## src/rtl/hex_disp_pkg.sv

```systemverilog
// Shared types and constants for the seven-segment display sequencer.
package hex_disp_pkg;
  localparam int DIGIT_W    = 3;
  localparam int MAX_DIGITS = 8;

  localparam logic [6:0] SEG_BLANK_AL = 7'h7F;
  localparam logic [6:0] SEG_BLANK_AH = 7'h00;

  // Active-high glyphs, bit0 = seg a .. bit6 = seg g; entry 0 is the rightmost element.
  localparam logic [15:0][6:0] GLYPH = {
    7'h71, 7'h79, 7'h5E, 7'h39, 7'h7C, 7'h77, 7'h6F, 7'h7F,
    7'h07, 7'h7D, 7'h6D, 7'h66, 7'h4F, 7'h5B, 7'h06, 7'h3F
  };

  typedef enum logic [1:0] {ST_IDLE, ST_WRITE, ST_REFRESH} state_t;

  typedef logic [DIGIT_W-1:0] digit_t;

  typedef struct packed {
    logic       blank;
    logic [3:0] value;
  } shadow_t;

  typedef struct packed {
    digit_t     digit;
    logic [3:0] value;
    logic       blank;
  } req_t;
endpackage

```

## src/rtl/hex_disp_ctrl_if.sv

```systemverilog
// Client request ports plus the Avalon-style PIO write bus.
interface hex_disp_ctrl_if #(parameter int NUM_DIGITS = 4);
  import hex_disp_pkg::*;

  logic                  rq0_valid;
  digit_t                rq0_digit;
  logic [3:0]            rq0_value;
  logic                  rq0_blank;
  logic                  rq0_ready;
  logic                  rq1_valid;
  digit_t                rq1_digit;
  logic [3:0]            rq1_value;
  logic                  rq1_blank;
  logic                  rq1_ready;
  logic [NUM_DIGITS-1:0] hex_chipselect;
  logic [1:0]            hex_address;
  logic                  hex_write_n;
  logic [6:0]            hex_writedata;

  // Requester / bus-observer side.
  modport master (
    output rq0_valid, rq0_digit, rq0_value, rq0_blank,
    output rq1_valid, rq1_digit, rq1_value, rq1_blank,
    input  rq0_ready, rq1_ready,
    input  hex_chipselect, hex_address, hex_write_n, hex_writedata
  );

  // Controller side.
  modport slave (
    input  rq0_valid, rq0_digit, rq0_value, rq0_blank,
    input  rq1_valid, rq1_digit, rq1_value, rq1_blank,
    output rq0_ready, rq1_ready,
    output hex_chipselect, hex_address, hex_write_n, hex_writedata
  );
endinterface

```

## src/rtl/hex_seg_enc.sv

```systemverilog
// Nibble + blank flag to seven-segment pattern, selectable polarity.
module hex_seg_enc
  import hex_disp_pkg::*;
#(
  parameter bit ACTIVE_LOW = 1'b1
) (
  input  logic [3:0] value,
  input  logic       blank,
  output logic [6:0] seg
);

  // Glyph lookup, inverted for common-anode displays.
  always_comb begin
    if (blank) seg = ACTIVE_LOW ? SEG_BLANK_AL : SEG_BLANK_AH;
    else       seg = ACTIVE_LOW ? ~GLYPH[value] : GLYPH[value];
  end

endmodule

```

## src/rtl/hex_disp_ctrl.sv

```systemverilog
// Round-robin update arbiter, digit shadow store and PIO write sequencer.
module hex_disp_ctrl
  import hex_disp_pkg::*;
#(
  parameter int          NUM_DIGITS     = 4,
  parameter int unsigned REFRESH_CYCLES = 50000000,
  parameter bit          SEG_ACTIVE_LOW = 1'b1
) (
  input  logic            clk,
  input  logic            reset_n,
  hex_disp_ctrl_if.slave  bus,
  output logic            busy
);

  state_t                state, state_nxt;
  digit_t                idx, idx_nxt, tgt_idx;
  logic                  last_grant;
  shadow_t               shadow [MAX_DIGITS];
  logic                  pending, tick, done;
  logic [31:0]           rcnt;
  logic                  grant0, grant1, accept, in_range;
  req_t                  req;
  logic [3:0]            enc_value;
  logic                  enc_blank;
  logic [6:0]            seg;
  logic [NUM_DIGITS-1:0] cs_q, cs_nxt;
  logic                  wn_q, wn_nxt;
  logic [6:0]            wd_q, wd_nxt;

  // Grant in IDLE only, priority rotates away from the last winner; also picks what to encode.
  always_comb begin
    grant0 = 1'b0;
    grant1 = 1'b0;
    if (reset_n && state == ST_IDLE) begin
      grant0 = bus.rq0_valid & (~bus.rq1_valid | last_grant);
      grant1 = bus.rq1_valid & (~bus.rq0_valid | ~last_grant);
    end
    accept = grant0 | grant1;
    if (grant1) req = '{digit: bus.rq1_digit, value: bus.rq1_value, blank: bus.rq1_blank};
    else        req = '{digit: bus.rq0_digit, value: bus.rq0_value, blank: bus.rq0_blank};
    // Refresh always encodes the digit it is about to present next cycle.
    tgt_idx   = (state == ST_IDLE) ? '0 : idx + 1'b1;
    enc_value = accept ? req.value : shadow[tgt_idx].value;
    enc_blank = accept ? req.blank : shadow[tgt_idx].blank;
  end

  assign in_range = {1'b0, req.digit} < 4'(NUM_DIGITS);

  hex_seg_enc #(.ACTIVE_LOW(SEG_ACTIVE_LOW)) u_enc (
    .value (enc_value),
    .blank (enc_blank),
    .seg   (seg)
  );

  // Next state and next registered bus word; the bus shows the write during WRITE/REFRESH.
  always_comb begin
    state_nxt = state;
    idx_nxt   = idx;
    done      = 1'b0;
    cs_nxt    = '0;
    wn_nxt    = 1'b1;
    wd_nxt    = '0;
    unique case (state)
      ST_IDLE: begin
        if (accept) begin
          state_nxt = ST_WRITE;
          if (in_range) begin
            cs_nxt = NUM_DIGITS'(1) << req.digit;
            wn_nxt = 1'b0;
            wd_nxt = seg;
          end
        end else if (pending) begin
          state_nxt = ST_REFRESH;
          idx_nxt   = '0;
          cs_nxt    = NUM_DIGITS'(1);
          wn_nxt    = 1'b0;
          wd_nxt    = seg;
        end
      end
      ST_WRITE: state_nxt = ST_IDLE;
      ST_REFRESH: begin
        if (idx == digit_t'(NUM_DIGITS - 1)) begin
          state_nxt = ST_IDLE;
          done      = 1'b1;
        end else begin
          idx_nxt = tgt_idx;
          cs_nxt  = NUM_DIGITS'(1) << tgt_idx;
          wn_nxt  = 1'b0;
          wd_nxt  = seg;
        end
      end
      default: state_nxt = ST_IDLE;
    endcase
  end

  assign tick = (REFRESH_CYCLES != 0) && (rcnt == REFRESH_CYCLES - 1);

  // State, shadows, refresh timer and registered bus outputs.
  always_ff @(posedge clk) begin
    if (!reset_n) begin
      state      <= ST_IDLE;
      idx        <= '0;
      last_grant <= 1'b1;
      pending    <= 1'b1;
      rcnt       <= '0;
      cs_q       <= '0;
      wn_q       <= 1'b1;
      wd_q       <= '0;
      for (int i = 0; i < MAX_DIGITS; i++) shadow[i] <= '{blank: 1'b1, value: 4'h0};
    end else begin
      state <= state_nxt;
      idx   <= idx_nxt;
      cs_q  <= cs_nxt;
      wn_q  <= wn_nxt;
      wd_q  <= wd_nxt;
      if (accept) begin
        last_grant <= grant1;
        if (in_range) shadow[req.digit] <= '{blank: req.blank, value: req.value};
      end
      if (REFRESH_CYCLES == 0 || tick) rcnt <= '0;
      else                             rcnt <= rcnt + 32'd1;
      // A wrap on the final refresh edge re-arms rather than being lost.
      pending <= tick | (pending & ~done);
    end
  end

  assign bus.rq0_ready      = grant0;
  assign bus.rq1_ready      = grant1;
  assign bus.hex_chipselect = cs_q;
  assign bus.hex_address    = 2'b00;
  assign bus.hex_write_n    = wn_q;
  assign bus.hex_writedata  = wd_q;
  assign busy               = state != ST_IDLE;

endmodule

```

## src/flat_wrapper.sv

```systemverilog
// flat-port wrapper written by rule: the top's interface ports become plain ports
module hex_disp_ctrl_flat import hex_disp_pkg::*;
#(
  parameter int          NUM_DIGITS     = 4,
  parameter int unsigned REFRESH_CYCLES = 50000000,
  parameter bit          SEG_ACTIVE_LOW = 1'b1
)
  (clk, reset_n, busy, bus_rq0_valid, bus_rq0_digit, bus_rq0_value, bus_rq0_blank, bus_rq1_valid, bus_rq1_digit, bus_rq1_value, bus_rq1_blank, bus_rq0_ready, bus_rq1_ready, bus_hex_chipselect, bus_hex_address, bus_hex_write_n, bus_hex_writedata);
  hex_disp_ctrl_if #(.NUM_DIGITS(NUM_DIGITS)) bus_i ();
  input  logic clk;
  input  logic reset_n;
  output logic busy;
  input wire logic [$bits(bus_i.rq0_valid)-1:0] bus_rq0_valid;
  input wire logic [$bits(bus_i.rq0_digit)-1:0] bus_rq0_digit;
  input wire logic [$bits(bus_i.rq0_value)-1:0] bus_rq0_value;
  input wire logic [$bits(bus_i.rq0_blank)-1:0] bus_rq0_blank;
  input wire logic [$bits(bus_i.rq1_valid)-1:0] bus_rq1_valid;
  input wire logic [$bits(bus_i.rq1_digit)-1:0] bus_rq1_digit;
  input wire logic [$bits(bus_i.rq1_value)-1:0] bus_rq1_value;
  input wire logic [$bits(bus_i.rq1_blank)-1:0] bus_rq1_blank;
  output wire logic [$bits(bus_i.rq0_ready)-1:0] bus_rq0_ready;
  output wire logic [$bits(bus_i.rq1_ready)-1:0] bus_rq1_ready;
  output wire logic [$bits(bus_i.hex_chipselect)-1:0] bus_hex_chipselect;
  output wire logic [$bits(bus_i.hex_address)-1:0] bus_hex_address;
  output wire logic [$bits(bus_i.hex_write_n)-1:0] bus_hex_write_n;
  output wire logic [$bits(bus_i.hex_writedata)-1:0] bus_hex_writedata;
  assign bus_i.rq0_valid = bus_rq0_valid;
  assign bus_i.rq0_digit = bus_rq0_digit;
  assign bus_i.rq0_value = bus_rq0_value;
  assign bus_i.rq0_blank = bus_rq0_blank;
  assign bus_i.rq1_valid = bus_rq1_valid;
  assign bus_i.rq1_digit = bus_rq1_digit;
  assign bus_i.rq1_value = bus_rq1_value;
  assign bus_i.rq1_blank = bus_rq1_blank;
  assign bus_rq0_ready = bus_i.rq0_ready;
  assign bus_rq1_ready = bus_i.rq1_ready;
  assign bus_hex_chipselect = bus_i.hex_chipselect;
  assign bus_hex_address = bus_i.hex_address;
  assign bus_hex_write_n = bus_i.hex_write_n;
  assign bus_hex_writedata = bus_i.hex_writedata;
  hex_disp_ctrl #(.NUM_DIGITS(NUM_DIGITS), .REFRESH_CYCLES(REFRESH_CYCLES), .SEG_ACTIVE_LOW(SEG_ACTIVE_LOW)) u_core (.clk(clk), .reset_n(reset_n), .bus(bus_i), .busy(busy));
endmodule
```

## config.mk

```make
export PLATFORM = sky130hd
export DESIGN_NAME = hex_disp_ctrl_flat
export DESIGN_NICKNAME = d
export VERILOG_FILES = /design/src/rtl/hex_disp_pkg.sv /design/src/rtl/hex_disp_ctrl_if.sv /design/src/rtl/hex_seg_enc.sv /design/src/rtl/hex_disp_ctrl.sv /design/src/flat_wrapper.sv
export SDC_FILE = /design/constraint.sdc
export NUM_CORES = 1
export LEC_CHECK = 0
export ABC_AREA = 1
export BUFFER_PORTS_ARGS = -buffer_cell sky130_fd_sc_hd__buf_2
export CORE_ASPECT_RATIO = 0.8
export CORE_UTILIZATION = 45
export CTS_CLUSTER_SIZE = 30
export DETAILED_ROUTE_END_ITERATION = 16
export HOLD_SLACK_MARGIN = 0.1
export PLACE_DENSITY_LB_ADDON = 0.15
export SETUP_SLACK_MARGIN = 0.4
export SYNTH_ARGS = -nofsm -noshare
export SYNTH_HDL_FRONTEND = slang
export SYNTH_SLANG_ARGS = --single-unit
```

## constraint.sdc

```tcl
create_clock -name clk -period 5.34 [get_ports clk]
set_input_delay 0.267 -clock clk [delete_from_list [all_inputs] [get_ports clk]]
set_output_delay 0.267 -clock clk [all_outputs]
set_load 0.05 [all_outputs]
```

Word-level counts from Yosys, hierarchy flattened
Memories as Yosys holds them, arrays and structs flattened.
Cells that the tools add are included.

storage, ports and cells
  word-level logic and storage cells = 85
  output and inout bits = 17
  memory bits (read-only) = 112
  memories kept = 2
  bits of input ports = 20
  register bits = 51
  memory bits (writable) = 40

operators by class
  $lt $le $gt $ge = 2
  reduce and logical (&&, ||, !) cells = 8
  mux-type cells = 40
  $add $sub $neg = 2
  bitwise logic cells = 13
  equality and inequality tests = 8
  shifts and indexed selects = 2

memory list
  memory           depth  bits a word  read ports  clocked after memory_dff  write ports  line                 source
  (no name shown)  16     7            1           0                         0            hex_seg_enc.sv:15    else seg = ACTIVE_LOW ? ~GLYPH[value] : GLYPH[value];
  u_core.shadow    8      5            1           0                         8            hex_disp_ctrl.sv:18  shadow_t shadow [MAX_DIGITS];

operators by type and width
  cell                                                   number
  two-way mux 7 bit                                      6
  adder 32 x 1 -> 32 bit, second input constant          1
  equality test 32 x 26 -> 1 bit, second input constant  1
  two-way mux 4 bit                                      4
  two-way mux 1 bit                                      15
  two-way mux 3 bit                                      5
  one-hot mux 7 bit (2 select lines)                     1
  two-way mux 8 bit                                      1
  one-hot mux 4 bit (2 select lines)                     1
  left shift 1 x 3 -> 4 bit, first input constant        2
  inverter 7 bit                                         1
  two-way mux 2 bit                                      3
  one-hot mux 3 bit (2 select lines)                     1
  < comparator 4 x 5 -> 1 bit, second input constant     1
  two-way mux 5 bit                                      1
  inverter 1 bit                                         5
  OR reduction 5 bit                                     1
  != test 2 x 1 -> 1 bit, second input constant          2
  != test 2 bit, second input constant                   2
  bitwise OR 1 bit                                       4
  one-hot mux 2 bit (2 select lines)                     1
  AND reduction 4 bit                                    1
  nonzero test 2 bit                                     2
  adder 3 x 1 -> 3 bit, second input constant            1
  other kinds (10)                                       12

Depth between registers and ports, before layout
  depth after elaboration = 13
  gate-level depth with buffers = 18
  depth with buffers taken out = 18

Modules after synthesis
From an unflattened synthesis, not the netlist that was laid out.

second synthesis, totals
  cells, all modules = 664
  area, all modules = 4820.9 um^2

modules (own cells, without submodules)
  module         instances  area an instance (um^2)  cells an instance  seq. area each (um^2)
  hex_disp_ctrl  1          4535.6                   613                2222.1
  hex_seg_enc    1          285.3                    51                 0.0

Worst setup path before layout
No wires, ideal clock.

  path kind = register to register
  start = register u_core.idx[0]
  end = register u_core.wd_q[3], in the netlist u_core.bus.hex_writedata[3]
  cell stages (with the launch flop) = 19
  buffers on the path = 0
  setup time = 125 ps
  clock period less this slack = 2428 ps
  setup slack = 2912 ps
  required time = 5215 ps
  arrival time = 2303 ps
  path through = dfxtp_1 > ha_1 > inv_2 > nor2_4 > nand2_2 > inv_2 > nand2_1 > nand2_1 > o21ai_0 > nor2_1 > nor2_1 > inv_1 > ha_1 > inv_1 > nand3_1 > nand3_1 > nand2_1 > nor2_1 > nor2_1

on the way
  word-level cells in the longest chain between the ends = 11
  elaborated cells on any way between the ends = 15
  classes of those cells = add/sub: 1; eq/ne: 1; mux: 10; bitwise: 1; memory: 2

ends and longest elaborated chain
  what                                     line                                      source
  start: declaration                       hex_disp_ctrl.sv:16                       digit_t idx, idx_nxt, tgt_idx;
  start signal: assignment                 hex_disp_ctrl.sv:112                      idx <= idx_nxt;
  adder 3 x 1 -> 3 bit                     hex_disp_ctrl.sv:42                       tgt_idx = (state == ST_IDLE) ? '0 : idx + 1'b1;
  two-way mux 3 bit                        hex_disp_ctrl.sv:42
  memory (8 x 5 bit)                       --
  two-way mux 4 bit                        hex_disp_ctrl.sv:43                       enc_value = accept ? req.value : shadow[tgt_idx].value;
  memory (16 x 7 bit)                      --
  two-way mux 7 bit (implied by the code)  hex_seg_enc.sv:15
  inverter 7 bit                           hex_seg_enc.sv:15
  two-way mux 7 bit                        hex_seg_enc.sv:14                         if (blank) seg = ACTIVE_LOW ? SEG_BLANK_AL : SEG_BLANK_AH;
  two-way mux 7 bit (on tied branches)     hex_disp_ctrl.sv:72, hex_disp_ctrl.sv:67
  two-way mux 7 bit                        hex_disp_ctrl.sv:65                       if (accept) begin
  one-hot mux 7 bit (2 select lines) *     hex_disp_ctrl.sv:63                       unique case (state)
  end signal: assignment                   hex_disp_ctrl.sv:115                      wd_q <= wd_nxt;
  end: declaration                         hex_disp_ctrl.sv:28                       logic [6:0] wd_q, wd_nxt;

Mark *: on every way between the ends. The rest lies on a longest branch, timed or not. The select of a mux whose other input is x is not followed.
A chain may end at the register's enable or synchronous reset.

Worst setup path in the final report
Ends and elaborated chain as after synthesis.

==> flow_metrics.env <==
export IMPL_place_area_mm2=0.00502
export IMPL_power_mw=1.97
export IMPL_synth_top_area_share=0.257
export IMPL_endpoint_kind="register"
export IMPL_cp_num_buf_inv=4
export IMPL_finalSetupViolCount=0
export IMPL_cts_setup_buffers=0
export IMPL_final_area_mm2=0.00533
export IMPL_path_cells="ha_1, inv_2, nor2_4, nand2_2, inv_2, nand2_1, nand2_1, o21ai_0, nor2_1, nor2_1, inv_1, ha_1, inv_1, nand3_1, nand3_1, nand2_1, nor2_1, nor2_1"
export IMPL_cts_sinks=91
export IMPL_synth_ff_type="dfxtp_1"
export IMPL_syn_inst=589
export IMPL_power_leakage_nw=2.33
export IMPL_cp_arrival_ns=3.31
export IMPL_yosysWarnings=0
export IMPL_cts_root_buf="clkbuf_16"
export IMPL_vias_per_cell=4.94
export IMPL_syn_area_per_cell_um2=7.93
export IMPL_cts_buffers=9
export IMPL_core_area_mm2=0.00985
export IMPL_post_drt_wl_per_cell_um=13.3
export IMPL_dieArea_mm2=0.0108
export IMPL_synth_async_reset_ratio=0
export IMPL_routed_wl_um=10400
export IMPL_final_nets=675
export IMPL_syn_to_final_growth_pct=14.1
export IMPL_crit_family="simple AND/OR/NAND/NOR gates"
export IMPL_worstMarginPinSlew_ns=0.999
export IMPL_grt_antenna_before_repair=0
export IMPL_synth_commonest_cells="119 x nand2_1, 91 x nor2_1, 81 x inv_1"
export IMPL_overflow=0
export IMPL_io_buffer_count=34
export IMPL_fmaxAchievable_mhz=323
export IMPL_period_needed_ns=3.10
export IMPL_start_util=0.474
export IMPL_ir_drop_mv=0.196
export IMPL_grt_pass1_vias=3551
export IMPL_grt_use_total=0.211
export IMPL_post_dp_hpwl_um=7870
export IMPL_die_y_um=93.2
export IMPL_grt_pass1_wl_um=17200
export IMPL_skew_ns=0.00608
export IMPL_grt_max_degree=29
export IMPL_critPathLaunchType="register"
export IMPL_drtIter0Drc=304
export IMPL_crit_required_ns=5.55
export IMPL_synth_most_common_cell="nand2_1"
export IMPL_drive_gt1_frac=0.126
export IMPL_seq_area_frac_synth=0.476
export IMPL_crit_fanout=9
export IMPL_slowest_delay_ns=0.51
export IMPL_gp_congestion=0.913
export IMPL_critPathKind="reg -> reg"
export IMPL_slew_viol_final=0
export IMPL_num_rows=32
export IMPL_synth_edf_count=40
export IMPL_timing_final_crit_share=0.580
export IMPL_vias=3884
export IMPL_ctsResizeCount=0
export IMPL_insertion_delay_ns=0.33
export IMPL_ys_types=40
export IMPL_drtAntennaViolNets=0
export IMPL_slew_headroom=0.332
export IMPL_p_per_area_mw_per_mm2=370
export IMPL_drtPass1Iterations=5
export IMPL_netlist_area_mm2=0.00467
export IMPL_cts_tree="done"
export IMPL_pin_count=37
export IMPL_ys_ff_latch=91
export IMPL_cts_htree_levels=3
export IMPL_path_clk_slew_ns=0.06
export IMPL_hold_viol=0
export IMPL_cts_hold_buf=0
export IMPL_outcome="complete, no violations"
export IMPL_synth_top_area_cell="edfxtp_1"
export IMPL_fillCellCount=953
export IMPL_die_w_um=116
export IMPL_crit_path_top_delay_cell="dfxtp_1"
export IMPL_cpMostUsedCell="nor2_1"
export IMPL_n_antenna_cell=0
export IMPL_netlist_top_cells_area="edfxtp_1 26%, dfxtp_1 22%, nand2_1 9.6%, nor2_1 7.3%, inv_1 6.5%"
export IMPL_drc=0
export IMPL_clock_path_buffers=2
export IMPL_hp_class="in -> reg"
export IMPL_maxCapViolCount=0
export IMPL_rsz0062_at_grt="no"
export IMPL_finalSetupTns_ns=0
path summary, 6_finish.rpt:
path                                                  from                                endpoint  slack (ns)  depth (start not counted)
worst max-delay path            u_core.idx[0]$_SDFFE_PN0P_  u_core.bus.hex_writedata[3]$_SDFF_PN0_        2.24                         18
worst min register to register   u_core.rcnt[0]$_SDFF_PP0_               u_core.rcnt[0]$_SDFF_PP0_        0.45                          1
worst min-delay path                               reset_n          u_core.last_grant$_SDFFE_PN1N_        0.31                          2
worst max register to register  u_core.idx[0]$_SDFFE_PN0P_  u_core.bus.hex_writedata[3]$_SDFF_PN0_        2.24                         18
cell type report:
class                   count  area [um^2]  share of cell area
flip-flops and latches     91         2220               0.417
multi-input cells         418         2120               0.398
inverters                  91          342              0.0640
clock buffers              10          229              0.0429
repair buffers             34          170              0.0319
well taps                 136          170              0.0319
clock inverters             6         80.1              0.0150
metal layers:
layer | share of wire | wire [um] | track usage
met1 | 0.52 | 5420 | 0.305
met2 | 0.42 | 4370 | 0.313
met3 | 0.049 | 510 | 0.0480
met4 | 0.015 | 153 | 0.0620
met5 | 0 | 0 | 0
state kept, by name (all words and copies together), names as in the netlist:
name	count
u_core.pending	1
u_core.idx	3
u_core.last_grant	1
u_core.bus.hex_chipselect	4
u_core.rcnt	32
u_core.bus.hex_writedata	7
u_core.bus.hex_write_n	1
u_core.shadow	40
u_core.state	2
per-stage QoR:
step           cells  utilization  hold WS [ns]  worst slack [ns]
2_1_floorplan    609            -         0.418              2.91
3_3_place_gp     770        0.510         0.428              2.46
3_5_place_dp     770        0.510         0.439              2.32
4_1_cts          786        0.542         0.292              2.28
5_1_grt          786        0.542         0.321              1.87
6_report         786        0.542         0.313              2.24
report_power, final:
part | internal [mW] | switching [mW]
clock | 0.406 | 0.256
sequential | 0.775 | 0.0230
combinational | 0.140 | 0.374
total | 1.32 | 0.653
cells by family (layout without fill, tap and decap cells):
group                      count (synthesis)  in the layout  share of synthesized area
AOI/OAI and AO/OA                         63             63                     0.0822
xor gates and xnor gates                   6              6                     0.0112
adders and majority gates                 10             10                     0.0268
buffers and inverters                    100            141                     0.0867
DFF                                       91             91                      0.476
other                                      2             22                    0.00161
and+or+nand+nor                          317            317                      0.316
cell usage in the layout, fill, tap and decap left out, types with 14 or more instances in the layout:
cell type and instances:
o21ai_0 17, buf_2 34, nor2_1 91, nor3_1 16, a21oi_1 26, nand4_1 14
conb_1 22, nand2_1 119, nand3_1 37, dfxtp_1 51, edfxtp_1 40, inv_1 81
Note: power is estimated with default switching activity, not from simulation.
